===== src/rtl/uart_tx_fifo.sv =====
// uart_tx_fifo: FIFO-buffered 8N1 UART transmitter paced by external baud ticks
module uart_tx_fifo #(
  parameter int FIFO_AW = 4
) (
  input  logic               clk,
  input  logic               rst_n,
  input  logic               wr_en,
  input  logic [7:0]         wr_data,
  output logic               full,
  output logic [FIFO_AW:0]   level,
  output logic               overflow,
  input  logic               clk_bps,
  output logic               bps_start,
  output logic               rs232_tx,
  output logic               tx_busy
);
  localparam logic [1:0] IDLE = 2'd0;
  localparam logic [1:0] SEND = 2'd1;
  localparam logic [1:0] GAP  = 2'd2;
  localparam logic [FIFO_AW:0] DEPTH = {1'b1, {FIFO_AW{1'b0}}};
  logic [7:0]         mem [2**FIFO_AW];
  logic [FIFO_AW-1:0] wptr, rptr;
  logic [1:0]         state;
  logic [7:0]         shift;
  logic [3:0]         bit_cnt;
  logic               push, pop;
  assign full    = level == DEPTH;
  assign push    = wr_en && !full;
  assign pop     = state == IDLE && level != '0;
  assign tx_busy = state == SEND;
  // byte storage; contents need no reset since level gates every read
  always_ff @(posedge clk)
    if (push) mem[wptr] <= wr_data;
  // pointers, occupancy and sticky drop flag
  always_ff @(posedge clk or negedge rst_n)
    if (!rst_n) begin
      wptr     <= '0;
      rptr     <= '0;
      level    <= '0;
      overflow <= 1'b0;
    end else begin
      if (push) wptr <= wptr + 1'b1;
      if (pop) rptr <= rptr + 1'b1;
      level <= level + {{FIFO_AW{1'b0}}, push} - {{FIFO_AW{1'b0}}, pop};
      if (wr_en && full) overflow <= 1'b1;
    end
  // frame sequencer: tick 1 start bit, 2..9 data LSB first, 10 stop bit, 11 ends frame
  always_ff @(posedge clk or negedge rst_n)
    if (!rst_n) begin
      state     <= IDLE;
      shift     <= '0;
      bit_cnt   <= '0;
      bps_start <= 1'b0;
      rs232_tx  <= 1'b1;
    end else begin
      case (state)
        IDLE: if (pop) begin
          shift     <= mem[rptr];
          bit_cnt   <= '0;
          bps_start <= 1'b1;
          state     <= SEND;
        end
        SEND: if (clk_bps) begin
          bit_cnt <= bit_cnt + 1'b1;
          if (bit_cnt == 4'd0) rs232_tx <= 1'b0;
          else if (bit_cnt <= 4'd8) begin
            rs232_tx <= shift[0];
            shift    <= shift >> 1;
          end else if (bit_cnt == 4'd9) rs232_tx <= 1'b1;
          else begin
            bps_start <= 1'b0;
            state     <= GAP;
          end
        end
        GAP: state <= IDLE;
        default: state <= IDLE;
      endcase
    end
endmodule

===== config.mk =====
export PLATFORM = sky130hd
export DESIGN_NAME = uart_tx_fifo
export DESIGN_NICKNAME = d
export VERILOG_FILES = /design/src/rtl/uart_tx_fifo.sv
export SDC_FILE = /design/constraint.sdc
export NUM_CORES = 1
export LEC_CHECK = 0
export CORE_ASPECT_RATIO = 0.5
export CORE_UTILIZATION = 50
export CTS_CLUSTER_DIAMETER = 30
export DETAILED_ROUTE_END_ITERATION = 10
export PLACE_DENSITY = 0.73
export SYNTH_ARGS = -nofsm -noshare
export SYNTH_HDL_FRONTEND = slang
export SYNTH_SLANG_ARGS = --single-unit

===== constraint.sdc =====
create_clock -name clk -period 2.9 [get_ports clk]
set_clock_uncertainty 0.1 [all_clocks]
set_input_delay 0.58 -clock clk [delete_from_list [all_inputs] [get_ports clk]]
set_output_delay 0.58 -clock clk [all_outputs]
set_load 0.005 [all_outputs]

# ---- Word level (Yosys, flattened, before mapping)
# Memory sizes are Yosys's and may differ from the RTL's.
# Index checks and enable logic that the tools add are counted.
dict set report classes {
  add_sub_neg 5
  n_bitwise 0
  reduce_logical 14
  mul 0
  n_eq_ne 9
  n_mux 25
  n_shift 0
  div_mod_pow 0
  magnitude_cmp 1
}
# op n
set op_table {}
lappend op_table {{$mux W8} 4}
lappend op_table {{$pmux W8 S2} 1}
lappend op_table {{$add A4 B1 Y4 const B} 3}
lappend op_table {{$mux W1} 10}
lappend op_table {{$mux W2} 5}
lappend op_table {{$ne A2 B2 Y1 const B} 5}
lappend op_table {{$reduce_and A5 Y1} 2}
lappend op_table {{$mux W4} 2}
lappend op_table {{$pmux W4 S2} 1}
lappend op_table {{$reduce_and A3 Y1} 2}
lappend op_table {{$reduce_and A6 Y1} 1}
lappend op_table {{$add A5 B1 Y5} 1}
lappend op_table {{$eq A5 B5 Y1 const B} 1}
lappend op_table {{$reduce_bool A5 Y1} 1}
lappend op_table {{$sub A5 B1 Y5} 1}
lappend op_table {{$eq A4 B4 Y1 const B} 1}
lappend op_table {{$le A4 B4 Y1 const B} 1}
lappend op_table {{$logic_not A4 Y1} 1}
lappend op_table {{$pmux W2 S2} 1}
lappend op_table {{$logic_and A1 B1 Y1} 3}
lappend op_table {{$reduce_bool A3 Y1} 1}
lappend op_table {{$eq A2 B1 Y1 const B} 1}
lappend op_table {{$logic_not A2 Y1} 1}
lappend op_table {{$ne A2 B1 Y1 const B} 1}
lappend op_table {{other kinds (3)} 3}
dict set report word_totals {
  regBits 30
  in_bits 12
  rom_bits 0
  out_inout_bits 10
  mem_bits_rw 128
  wordCells 64
  memories 1
  latchBits 0
}
# memory words word_bits rd rd_ports_with_merged_regs wr line
set mem_list {}
lappend mem_list {mem 16 8 1 0 1 21} ;# logic [7:0] mem [2**FIFO_AW];

# ---- Logic depth before layout (Yosys ltp)
dict set report logic_depth {
  depth_word 6
  ltp_mapped 16
  depth_no_buf 15
}

# ---- Worst setup path before layout
# Ideal clock, no wire load.
dict set report synth_timing {
  path_type {reg2reg}
  start {register level[2]}
  end {register level[4]}
  path_stages_with_launch 17
  t_arrival_ns 2.455
  path_buffers 1
  setup_time_ns 0.125
  required_ns 2.675
  synth_period_minus_slack_ns 2.680
  path_slack_ns 0.220
  path_cell_list {dfrtp_1 inv_1 ha_1 and4bb_2 nor2b_1 buf_2 inv_1 ha_1 inv_1 ha_1 inv_1 fa_1 inv_1 a21oi_1 nor2_1 nor2_1 xnor2_1}
}
dict set report synth_via {
  elab_chain_cells 5
  word_cells_on_any_way 7
  cone_classes {add/sub (2); eq/ne (1); reduce/logical (4)}
}
# item line
set synth_lines {}
lappend synth_lines {{from (decl)} 10} ;# output logic [FIFO_AW:0] level,
lappend synth_lines {{from (signal assigned)} 44} ;# level <= level + {{FIFO_AW{1'b0}}, push} - {{FIFO_AW{1'b0}}, pop};
lappend synth_lines {{$eq A5 B5 Y1} 27} ;# assign full = level == DEPTH;
lappend synth_lines {{named net full} 9} ;# output logic full,
lappend synth_lines {{$logic_not A1 Y1} 28} ;# assign push = wr_en && !full;
lappend synth_lines {{$logic_and A1 B1 Y1} 28}
lappend synth_lines {{$add A5 B1 Y5} 44}
lappend synth_lines {{$sub A5 B1 Y5} 44}
# The timed path passes the listed nets, and every way through them passes these cells.
# A chain may end at the register's enable or synchronous reset.

# ---- Worst setup path in the final report
dict set report layout_timing {
  start {register level[2]}
  end {register level[4]}
}
dict set report layout_via {
  elab_chain_cells 5
  word_cells_on_any_way 7
  cone_classes {add/sub (2); eq/ne (1); reduce/logical (4)}
}
# item line
set layout_lines {}
lappend layout_lines {{$eq A5 B5 Y1} 27}
lappend layout_lines {{$logic_not A1 Y1} 28}
lappend layout_lines {{$logic_and A1 B1 Y1} 28}
lappend layout_lines {{$add A5 B1 Y5} 44}
lappend layout_lines {{$sub A5 B1 Y5 *} 44}
# Every way passes the cells marked *; elsewhere a longest branch is shown, timed or not.

==> out/results.tsv <==
stage	metric	value	unit
status	run status	complete, no violations	
sta	Final Hold Fails	0	
die	Top-Level Pins	22	
layout	share of layout cells above drive strength 1	20.82	%
critical_path	kind of critical path	flop to flop	
layout	n_diodes	0	
synthesis	share of the synthesized area in the top cell type	58.38	%
critical_path	delay-heaviest family, CP	adder cells	
flow_run	max cap viols	0	
cts	clock sinks	158	
critical_path	crit start category	flop	
synthesis	ys async rst share	18.99	%
synthesis	synthesized cell area	6584	um^2
pwr	Total Power	7774	uW
synthesis	largest area contributor in the netlist	edfxtp_1	
die	Chip Height	83.14	um
placement	number of I/O port buffers	21	
critical_path	WP data arrival	2.86	ns
critical_path	CP max-delay cell	fa_1	
layout	Finished Cell Area	7665	um^2
synthesis	ys flop type	edfxtp_1	
sta	f_max	376.7	MHz
die	Starting Density	51.69	%
synthesis	EDFF count, synth	128	
grt	gr ovfl total	0	
routing	Routed WL	13210	um
critical_path	critical path capture point type	flop	
sta	Final Slew Violations	0	
cts	clk_lat worst skew	0.42	ns
critical_path	crit-path max FO	3	
die	core box area	12740	um^2
grt	GRT Util Overall	21.34	%
cts	CTS Buffer Depth	2	
sta	Hold WS	0.3602	ns
synthesis	syn_area_per_cell	17.46	um^2
placement	Post-DP Area	7112	um^2
synthesis	Yosys warnings	0	
synthesis	synth top area cells	edfxtp_1 58%, dfrtp_1 11%, mux4_2 8.6%, mux4_1 3.2%, ha_1 2.7%	
placement	routability cong.	0.8209	
grt	vias in the first global route	3551	
pwr	Leak Pwr	0.002744	uW
sta	post-route setup TNS	0	ns
grt	largest net degree at the start of global routing	32	
layout	synthesis-to-finish area growth	16.42	%
sta	RSZ-0062 raised after global routing	no	
routing	Final ANT Viol Nets	0	
sta	Tcrit/Tclk final	91.53	%
grt	first-pass GRT wire length	20710	um
cts	CTS root buffer	clkbuf_16	
cts	CTS tree	built	
cts	hold_buf cts	0	
placement	Final HPWL DP	8169	um
cts	H-tree Lvls	4	
critical_path	CP dominant cell by count	inv_1	
sta	min cycle time layout	2.655	ns
routing	vias	3498	
pwr	PwrDens	1014	nW/um^2
routing	1st-iter DRT viols	409	
critical_path	Required @ worst endpoint	3.11	ns
sta	Final setup violation count	0	
synthesis	#FFs+latches synth	158	
die	Die Span X	164.3	um
layout	# nets final	451	
synthesis	post-synth cell types	39	
grt	initial antenna violation count	0	
cts	Worst-path clk slew	0.06	ns
die	die area	13660	um^2
routing	DRC	0	
synthesis	Post-Syn Instances	377	
pwr	Max rail drop VDD	648.7	uV
layout	final core utilization	60.18	%
critical_path	WP buf/inv	5	
routing	drt via density	5.763	
synthesis	post-synthesis sequential area ratio	69.80	%
critical_path	max incr delay on CP	0.40	ns
min_path	Hold Path Class	flop to flop	
sta	relative slew slack	47.45	%
cts	Inserted Clock Buffers	17	
routing	WL per Instance	21.75	um
synthesis	syn_nets	404	
die	Core Rows	29	
routing	Pre-antenna DRT Iters	5	
sta	Slew @ Worst Pin	0.7858	ns
critical_path	Critical Path, Cell by Cell	inv_1 > ha_1 > and4bb_2 > nor2b_2 > inv_1 > ha_1 > inv_1 > ha_1 > inv_1 > fa_1 > inv_1 > a21oi_1 > nor2_1 > nor2_1 > xnor2_1	
[path summary, 6_finish.rpt]
| path | start | endpoint | slack (ns) | depth (start not counted) |
|---|---|---|---|---|
| max | level[2] | level[4] | 0.25 | 15 |
| min | overflow | overflow | 0.36 | 1 |
| max reg2reg | level[2] | level[4] | 0.25 | 15 |
| min reg2reg | overflow | overflow | 0.36 | 1 |
| max in group asynchronous | rst_n | wptr[1] | 1.54 | 2 |
| min in group asynchronous | rst_n | bit_cnt[2] | 0.51 | 1 |
[power by group]
group	switching [uW]	total [uW]	leakage [uW]	internal, uW
logic	1280	2510	0.000965	1230
clock network	959	2080	0.000260	1120
registers	337	3190	0.00152	2850
total	2570	7770	0.00274	5200
[metal layers]
| layer | global-route usage, % | up-vias | routed length (um) |
|---|---|---|---|
| li1 | - | 1549 | - |
| met5 | 0 | - | 0 |
| met2 | 33.22 | 142 | 6311 |
| met4 | 8.333 | 0 | 244 |
| met3 | 4.296 | 23 | 789 |
| met1 | 29.86 | 1784 | 5859 |
[cell usage in the layout, fill, tap and decap left out, drive strengths merged]
| master | n |
|---|---|
| mux4 | 33 |
| o21ai | 7 |
| xor2 | 2 |
| a21o | 3 |
| edfxtp | 128 |
| dfstp | 1 |
| clkbuf | 17 |
| buf | 24 |
| mux2i | 9 |
| nor2 | 16 |
| a22o | 2 |
| o22ai | 1 |
| nand3 | 1 |
| a22oi | 14 |
| clkdlybuf4s50 | 21 |
| a21oi | 19 |
| dfrtp | 29 |
| xnor2 | 9 |
| nand4 | 3 |
| nor4 | 4 |
| nor3 | 3 |
| a31oi | 1 |
| clkinv | 3 |
| and2 | 10 |
| inv | 36 |
| fa | 1 |
| nand2 | 11 |
| ha | 14 |
| maj3 | 1 |
| nor3b | 1 |
| nor4b | 1 |
| nor2b | 4 |
| and4bb | 1 |
| mux2 | 1 |
| nand2b | 2 |
| clkinvlp | 4 |
[repair_timing]
action,in CTS,in global routing
hold endpoints to repair,0,0
resized for setup,0,1
setup endpoints to repair,0,1
buffers inserted,0,0
[registers in the layout, summed over array words and instances (netlist names)]
| name | cells |
|---|---|
| mem | 128 |
| shift | 8 |
| level | 5 |
| bit_cnt | 4 |
| rptr | 4 |
| wptr | 4 |
| state | 2 |
| bps_start | 1 |
| overflow | 1 |
| rs232_tx | 1 |
[logic make-up (layout without fill, tap and decap cells)]
group / count (synthesis) / after routing / share of synthesized area [%]
DFF: 158 / 158 / 69.80
and+or+nand+nor: 57 / 57 / 4.637
AOI/OAI and AO/OA: 47 / 47 / 4.371
buffers and inverters: 45 / 105 / 3.326
muxes: 43 / 43 / 13.28
adders and majority gates: 16 / 16 / 3.117
xor gates and xnor gates: 11 / 11 / 1.463
[through the flow]
stage	setup WS, ns	instances
after floorplan	0.2198	377
after global placement	0.05831	575
after detailed placement	0.03148	575
after CTS	0.1767	607
after global routing	0.04865	607
final	0.2455	607
[synth_stat cells (2+ instances only)]
cell and count:
edfxtp_1 128, dfrtp_1 29, inv_1 28, mux4_2 25, a21oi_1 19, nor2_1 16, a22oi_1 14, ha_1 14
nand2_1 11, and2_1 10, mux2i_1 9, xnor2_1 9, mux4_1 8, clkbuf_1 7, o21ai_0 7, nor2b_1 4
nor4_1 4, a21o_1 3, buf_1 3, buf_2 3, nand4_1 3, a22o_1 2, buf_8 2, nand2b_1 2
nor3_1 2, xor2_1 2
[area by class of cell]
cell class                      count  area (um^2)
Clock buffer                       17        425.4
Clock inverter                     15        125.1
Fill cell                         906         5071
Inverter                           28        105.1
Multi-Input combinational cell    174         1797
Sequential cell                   158         4597
Tap cell                          170        212.7
Timing Repair Buffer               45        402.9
Power figures use the tool's default switching activity.
